$ cat config.mk
export PLATFORM = sky130hd
export DESIGN_NAME = chan_mux_seq
export DESIGN_NICKNAME = d
export VERILOG_FILES = /design/src/rtl/chan_mux_seq.sv
export SDC_FILE = /design/constraint.sdc
export NUM_CORES = 1
export LEC_CHECK = 0
export CAP_MARGIN = 0
export CORE_ASPECT_RATIO = 1.2
export CORE_MARGIN = 4
export CORE_UTILIZATION = 26
export CTS_CLUSTER_SIZE = 8
export DETAILED_ROUTE_END_ITERATION = 12
export GPL_TIMING_DRIVEN = 0
export SLEW_MARGIN = 20
export SYNTH_ARGS = -nofsm -noshare
export SYNTH_HDL_FRONTEND = slang
export SYNTH_SLANG_ARGS = --single-unit
$ cat constraint.sdc
create_clock -name clk -period 1.95 [get_ports clk]
set_clock_uncertainty 0.05 [all_clocks]
set_input_delay 0.195 -clock clk [delete_from_list [all_inputs] [get_ports clk]]
set_output_delay 0.195 -clock clk [all_outputs]
set_load 0.01 [all_outputs]
$ cat src/rtl/chan_mux_seq.sv
// rtl/chan_mux_seq.sv - CHANNELS-to-1 word mux with direct/scan modes and a valid/ready output slot
module chan_mux_seq #(
    parameter  int WIDTH    = 8,
    parameter  int CHANNELS = 8,
    localparam int SEL_W    = $clog2(CHANNELS)
) (
    input  logic                      clk,
    input  logic                      rst,
    input  logic [CHANNELS*WIDTH-1:0] in_data,
    input  logic [SEL_W-1:0]          sel,
    input  logic                      mode,
    input  logic                      load,
    input  logic                      start,
    output logic [WIDTH-1:0]          out_data,
    output logic [SEL_W-1:0]          out_sel,
    output logic                      out_valid,
    input  logic                      out_ready,
    output logic                      sel_err,
    output logic                      busy,
    output logic                      scan_done
);

    typedef enum logic [1:0] {
        IDLE  = 2'd0,
        SCAN  = 2'd1,
        DRAIN = 2'd2
    } state_t;

    // Last legal channel index, and the channel count widened by one bit so that
    // an out-of-range select can be detected even when CHANNELS == 2**SEL_W.
    localparam logic [SEL_W-1:0] LAST_IDX = SEL_W'(CHANNELS - 1);
    localparam logic [SEL_W:0]   CH_LIM   = (SEL_W + 1)'(CHANNELS);

    state_t           state_q;
    logic [SEL_W-1:0] idx_q;
    logic [WIDTH-1:0] out_data_q;
    logic [SEL_W-1:0] out_sel_q;
    logic             out_valid_q;
    logic             sel_err_q;
    logic             scan_done_q;

    logic [WIDTH-1:0] sel_word;
    logic [WIDTH-1:0] idx_word;
    logic             sel_oor;
    logic             slot_free;

    // The slot can take a new word when it is empty or its word leaves this cycle,
    // which lets a capture and a handshake overlap without a bubble.
    assign slot_free = !out_valid_q || out_ready;
    assign sel_oor   = ({1'b0, sel} >= CH_LIM);

    // Candidate words for direct select and scan index; a select that matches no
    // channel leaves the word at zero, which is what an out-of-range capture holds.
    always_comb begin
        sel_word = '0;
        idx_word = '0;
        for (int i = 0; i < CHANNELS; i++) begin
            if (sel == SEL_W'(i)) begin
                sel_word = in_data[i*WIDTH +: WIDTH];
            end
            if (idx_q == SEL_W'(i)) begin
                idx_word = in_data[i*WIDTH +: WIDTH];
            end
        end
    end

    // Mode FSM plus the registered output slot; a capture in the same cycle as a
    // handshake overrides the slot-empty update below it.
    always_ff @(posedge clk) begin
        if (rst) begin
            state_q     <= IDLE;
            idx_q       <= '0;
            out_data_q  <= '0;
            out_sel_q   <= '0;
            out_valid_q <= 1'b0;
            sel_err_q   <= 1'b0;
            scan_done_q <= 1'b0;
        end else begin
            scan_done_q <= 1'b0;
            if (out_valid_q && out_ready) begin
                out_valid_q <= 1'b0;
            end

            case (state_q)
                IDLE: begin
                    if (!mode) begin
                        if (load && slot_free) begin
                            out_data_q  <= sel_word;
                            out_sel_q   <= sel;
                            out_valid_q <= 1'b1;
                            sel_err_q   <= sel_oor;
                        end
                    end else if (start) begin
                        state_q <= SCAN;
                        idx_q   <= '0;
                    end
                end

                SCAN: begin
                    if (slot_free) begin
                        out_data_q  <= idx_word;
                        out_sel_q   <= idx_q;
                        out_valid_q <= 1'b1;
                        sel_err_q   <= 1'b0;
                        if (idx_q == LAST_IDX) begin
                            state_q <= DRAIN;
                        end else begin
                            idx_q <= idx_q + SEL_W'(1);
                        end
                    end
                end

                DRAIN: begin
                    if (out_valid_q && out_ready) begin
                        state_q     <= IDLE;
                        scan_done_q <= 1'b1;
                    end
                end

                default: begin
                    state_q <= IDLE;
                end
            endcase
        end
    end

    assign out_data  = out_data_q;
    assign out_sel   = out_sel_q;
    assign out_valid = out_valid_q;
    assign sel_err   = sel_err_q;
    assign scan_done = scan_done_q;
    assign busy      = (state_q != IDLE);

endmodule

* Word-level counts from Yosys, hierarchy flattened
Index checks and enable logic that the tools add are counted. Widths: inputs -> output; s select.
Word-level totals: output and inout port bits 15, flip-flop bits (word level) 19, input bits 73, logic and storage cells 91
Cells by class: bitwise gates (word level) 1, reductions and logical operators 13, equal/unequal tests 24, add/sub/neg operators 1, multiplexer cells 45
Operators by type and width (number):
- $mux 8 | 19
- $eq 3x3->1 const B | 8
- $mux 3 | 7
- $ne 2x2->1 const B | 8
- $pmux 8 s2 | 1
- $eq 3x2->1 const B | 4
- $pmux 3 s2 | 2
- $mux 2 | 5
- $reduce_and 5->1 | 2
- $mux 1 | 8
- $eq 3x1->1 const B | 2
- $logic_not 3->1 | 2
- $pmux 2 s3 | 1
- $pmux 1 s2 | 2
- $reduce_and 4->1 | 1
- $reduce_bool 2->1 | 2
- $add 3x1->3 const B | 1
- $eq 2x1->1 const B | 1
- $eq 2x2->1 const B | 1
- $logic_and 1x1->1 | 2
- $logic_not 2->1 | 1
- $reduce_or 2->1 | 1
- $logic_not 1->1 | 1
- $logic_or 1x1->1 | 1
- $not 1->1 | 1

* Longest topological paths before layout
depth after elaboration 12, gate-level depth with buffers 9, gate-level depth less buffers 7

* Worst setup path before layout
Ideal clock, no wire load.
path type reg2reg, start point register idx_q[0], end point register out_data_q[5], in the netlist out_data[5], library setup time 0.135 ns, clock period less this slack 1.810 ns, data arrival time 1.625 ns, slack 0.140 ns, cell stages (with the launch flop) 9, buffers on the path 1, required time 1.765 ns, path through dfxtp_1 > inv_1 > ha_1 > buf_2 > nor2b_1 > a221o_1 > a32o_1 > o221ai_1 > a311oi_1
Between the ends: word-level cells in the longest chain between the ends 11, elaborated cells between the ends (all ways) 18, those cells by class 7 x eq/ne; 10 x mux; 1 x reduce/logical
RTL lines:
- start: declaration | line 35 | logic [SEL_W-1:0] idx_q;
- start signal: assignment | line 108 | idx_q <= idx_q + SEL_W'(1);
- $logic_not 3->1 | line 61 | if (idx_q == SEL_W'(i)) begin
- $mux 8 (7 in series) | line 61
- $mux 8 * | line 61
- $mux 8 * | line 100 | if (slot_free) begin
- $pmux 8 s2 * | line 84 | case (state_q)
- end signal: assignment | line 88 | out_data_q <= sel_word;
- end signal: assignment | line 101 | out_data_q <= idx_word;
- end: declaration | line 36 | logic [WIDTH-1:0] out_data_q;
Mark *: on every way between the ends. The rest lies on a longest branch, timed or not. The select of a mux whose other input is x is not followed. A chain may end at the register's enable or synchronous reset.

* Final worst setup path
start point input port sel[2], end point register out_data_q[7], in the netlist out_data[7]
Between the ends: word-level cells in the longest chain between the ends 12, elaborated cells between the ends (all ways) 19, those cells by class 7 x eq/ne; 11 x mux; 1 x reduce/logical
RTL lines:
- start: declaration | line 10 | input logic [SEL_W-1:0] sel,
- $logic_not 3->1 | line 58 | if (sel == SEL_W'(i)) begin
- $mux 8 (7 in series) | line 58
- $mux 8 * | line 58
- $mux 8 * | line 87 | if (load && slot_free) begin
- $mux 8 * | line 86 | if (!mode) begin
- $pmux 8 s2 * | line 84
Marks and branches as above.

==> impl_metrics.py <==
metrics = {
    "sta": {
        "rsz0062_at_grt": "yes",
        "fin_crit_ns": 1.92,
        "fin_tns_setup_ns": 0,
        "setup_viol": 0,
        "fmax_mhz": 522,
        "setup_ws_ns": 0.0336,
        "hold_viol": 0,
        "maxSlewViolCount": 0,
        "finalCritPeriodShare_pct": 98.3,
        "hold_slack_ns": 0.330,
    },
    "synth": {
        "synth_cell_types": 52,
        "syn_area_um2": 2200,
        "ys_seq_elements": 18,
        "synth_area_leaders": "dfxtp_1, mux2i_1, a21oi_1, nor2_1, nand2_1",
        "ys.warnings.count": 0,
        "synth_edf_count": 0,
        "yosys.area.top_type_share_pct": 16.4,
        "syn_nets": 371,
        "synth_area_leader_cell": "dfxtp_1",
        "synthFlopType": "dfxtp_1",
        "ys_seq_area_share_pct": 16.4,
        "postSynthAreaPerCell_um2": 7.53,
        "synth_async_sr_flop_share_pct": 0,
        "netlist_instances": 292,
    },
    "placed_design": {
        "place.gp.congestion": 0.952,
        "place_hpwl_um": 7410,
        "port_buffers": 84,
        "placed_area_um2": 3180,
        "pre_cts_slack_ns": -0.469,
        "dp.cells": 490,
    },
    "cells_and_area": {
        "fill_cells": 857,
        "drive_above_1_share_pct": 17.9,
        "final_net_count": 470,
        "n_antenna_cell": 0,
        "instances_no_fill": 504,
        "syn_to_final_growth_pct": 57.3,
        "fin_area_um2": 3460,
    },
    "drt": {
        "vias": 2747,
        "drt_iter0_drc": 192,
        "avgRoutedWirePerCell_um": 19.0,
        "dr.pass1.iters": 5,
        "final_antenna_net_count": 0,
        "vias_per_cell": 5.45,
        "wirelength_um": 9580,
        "drc": 0,
    },
    "grt": {
        "antenna_found_initial": 0,
        "grt_util_met3_pct": 4.07,
        "grt_usage_pct": 18.2,
        "grt_max_degree": 11,
        "grtUsageMet1_pct": 22.4,
        "top_usage_layer": "met2",
        "grt_pass1_wl_um": 14300,
        "overflow": 0,
        "grt_pass1_vias": 2737,
        "grtUsageMet2_pct": 30.4,
    },
    "clocking": {
        "clkTransAtPathRegs_ns": 0.07,
        "cts_hold_buf": 0,
        "root_buffer": "clkbuf_8",
        "cts_tree": "yes",
        "htree_levels": 1,
        "clock_latency_ns": 0.25,
        "cts.sinks": 18,
        "numCtsBuffers": 3,
        "clk_path_buf_depth": 2,
    },
    "setup_path": {
        "r2r_start": "idx_q[1]",
        "crit_arrival_ns": 2.05,
        "critPathMaxFanout": 10,
        "crit_end": "out_data[7]",
        "r2r-end": "out_data[2]",
        "cp.required_ns": 2.08,
        "reg2reg_slack_ns": 0.04,
        "crit_start": "sel[2]",
        "r2r_cells": 10,
        "cp-start-kind": "input pin",
        "worst-setup-path-type": "input pin to flip-flop",
        "cp-end-kind": "flip-flop",
    },
    "floorplanning": {
        "pin_count": 88,
        "start_util_pct": 26.8,
        "dieArea_um2": 10000,
        "fp.dieW_um": 92.0,
        "rows": 36,
        "dieHeight_um": 109,
        "core_area_um2": 8200,
    },
    "flow_run": {
        "cap_violations": 0,
    },
    "pwr": {
        "cellLeakagePower_nw": 1.30,
        "ir_drop_uv": 236,
        "p_per_area_nw_per_um2": 397,
    },
    "worst_hold_path": {
        "hp-class": "input pin to flip-flop",
    },
    "outcome": {
        "status": "finished, final reports clean",
    },
}
layout by cell type (no fill, tap or decap), types with 3 or more instances in the layout:
cell type / Yosys / final
o21a_1: 3 / 3
nor2_1: 29 / 28
a21oi_1: 31 / 30
a41o_1: 4 / 4
o22ai_1: 6 / 6
mux2i_1: 19 / 19
a221oi_1: 3 / 3
buf_6: 7 / 10
o211ai_1: 6 / 6
clkdlybuf4s50_1: 0 / 84
nand2b_1: 6 / 6
mux2_2: 5 / 5
dfxtp_1: 18 / 16
buf_2: 10 / 6
nand3_1: 10 / 10
buf_4: 5 / 15
o2bb2ai_1: 4 / 4
a311oi_1: 4 / 4
nor2b_1: 11 / 10
a31oi_1: 9 / 9
nand2_1: 26 / 25
o21bai_1: 5 / 5
o21ai_0: 12 / 10
inv_1: 9 / 6
nor3_1: 3 / 3
a22oi_1: 4 / 4
o221ai_1: 6 / 5
clkbuf_8: 0 / 4
power breakdown:
part / switching [mW] / total, mW / internal [mW]
logic: 0.296 / 0.650 / 0.354
registers: 0.0229 / 0.419 / 0.396
clock network: 0.125 / 0.304 / 0.179
repair_timing:
action,4_1_cts,5_1_grt
setup buffers,0,9
gates resized for setup,21,21
pin swaps,3,8
gates cloned,0,2
endpoints found under the setup margin,9,9
endpoints found under the hold margin,0,0
registers in the layout (all words and copies together), names as in the netlist:
register	count
out_data	8
idx_q	3
out_sel	3
state_q	2
out_valid	1
scan_done	1
final cells by class:
class / count / area (um^2) / area share [%]
plain buffers: 25 / 210 / 6.07
clock buffers: 4 / 55.1 / 1.59
inverters: 10 / 46.3 / 1.34
multi-input cells: 239 / 1710 / 49.3
flip-flops and latches: 18 / 368 / 10.6
well taps: 114 / 143 / 4.12
repair buffers: 94 / 933 / 27.0
cells in the mapped netlist, types with 7 or more instances:
cell / number
nand2_1: 26
dfxtp_1: 18
nand3_1: 10
nor2_1: 29
buf_6: 7
mux2i_1: 19
nor2b_1: 11
inv_1: 9
o21ai_0: 12
a21oi_1: 31
buf_2: 10
a31oi_1: 9
kinds of logic after synthesis:
kind of cell | synth area share (%)
AO/OA/AOI/OAI | 35.8
adder cells (fa/ha/maj) | 3.41
buffers and inverters | 10.0
flip-flops | 16.4
multiplexers | 13.3
other | 0.170
AND/OR/NAND/NOR | 20.9
worst max-delay path, stage by stage:
cell	delay (ns)
clkdlybuf4s50_1	0.49
buf_2	0.24
buf_2	0.29
nor2_1	0.16
a221oi_1	0.40
nand2_1	0.10
a31oi_1	0.16
per-stage QoR:
step | utilization [%] | power [mW]
CTS | 40.2 | 1.36
global placement | 38.8 | 1.04
floorplan | - | 0.727
global route | 42.2 | 1.45
finish | 42.2 | 1.37
detailed placement | 38.8 | 1.04
metal layers:
metal / share of wire [%] / vias up
met5: 0 / -
met4: 4.4 / 0
met3: 7.9 / 29
met2: 46 / 142
met1: 41 / 1276
li1: - / 1300
how the worst min path moves through the flow:
| stage | start | endpoint | slack (ns) | cells after the start |
|---|---|---|---|---|
| after floorplan | out_ready | scan_done | 0.29 | 2 |
| after global placement | out_sel[1] | out_sel[1] | 0.45 | 2 |
| after detailed placement | out_sel[1] | out_sel[1] | 0.45 | 2 |
| after CTS | rst | out_sel[1] | 0.33 | 2 |
| after global routing | rst | out_sel[1] | 0.40 | 2 |
| final | rst | out_sel[1] | 0.33 | 2 |
Note: power is estimated with default switching activity, not from simulation.
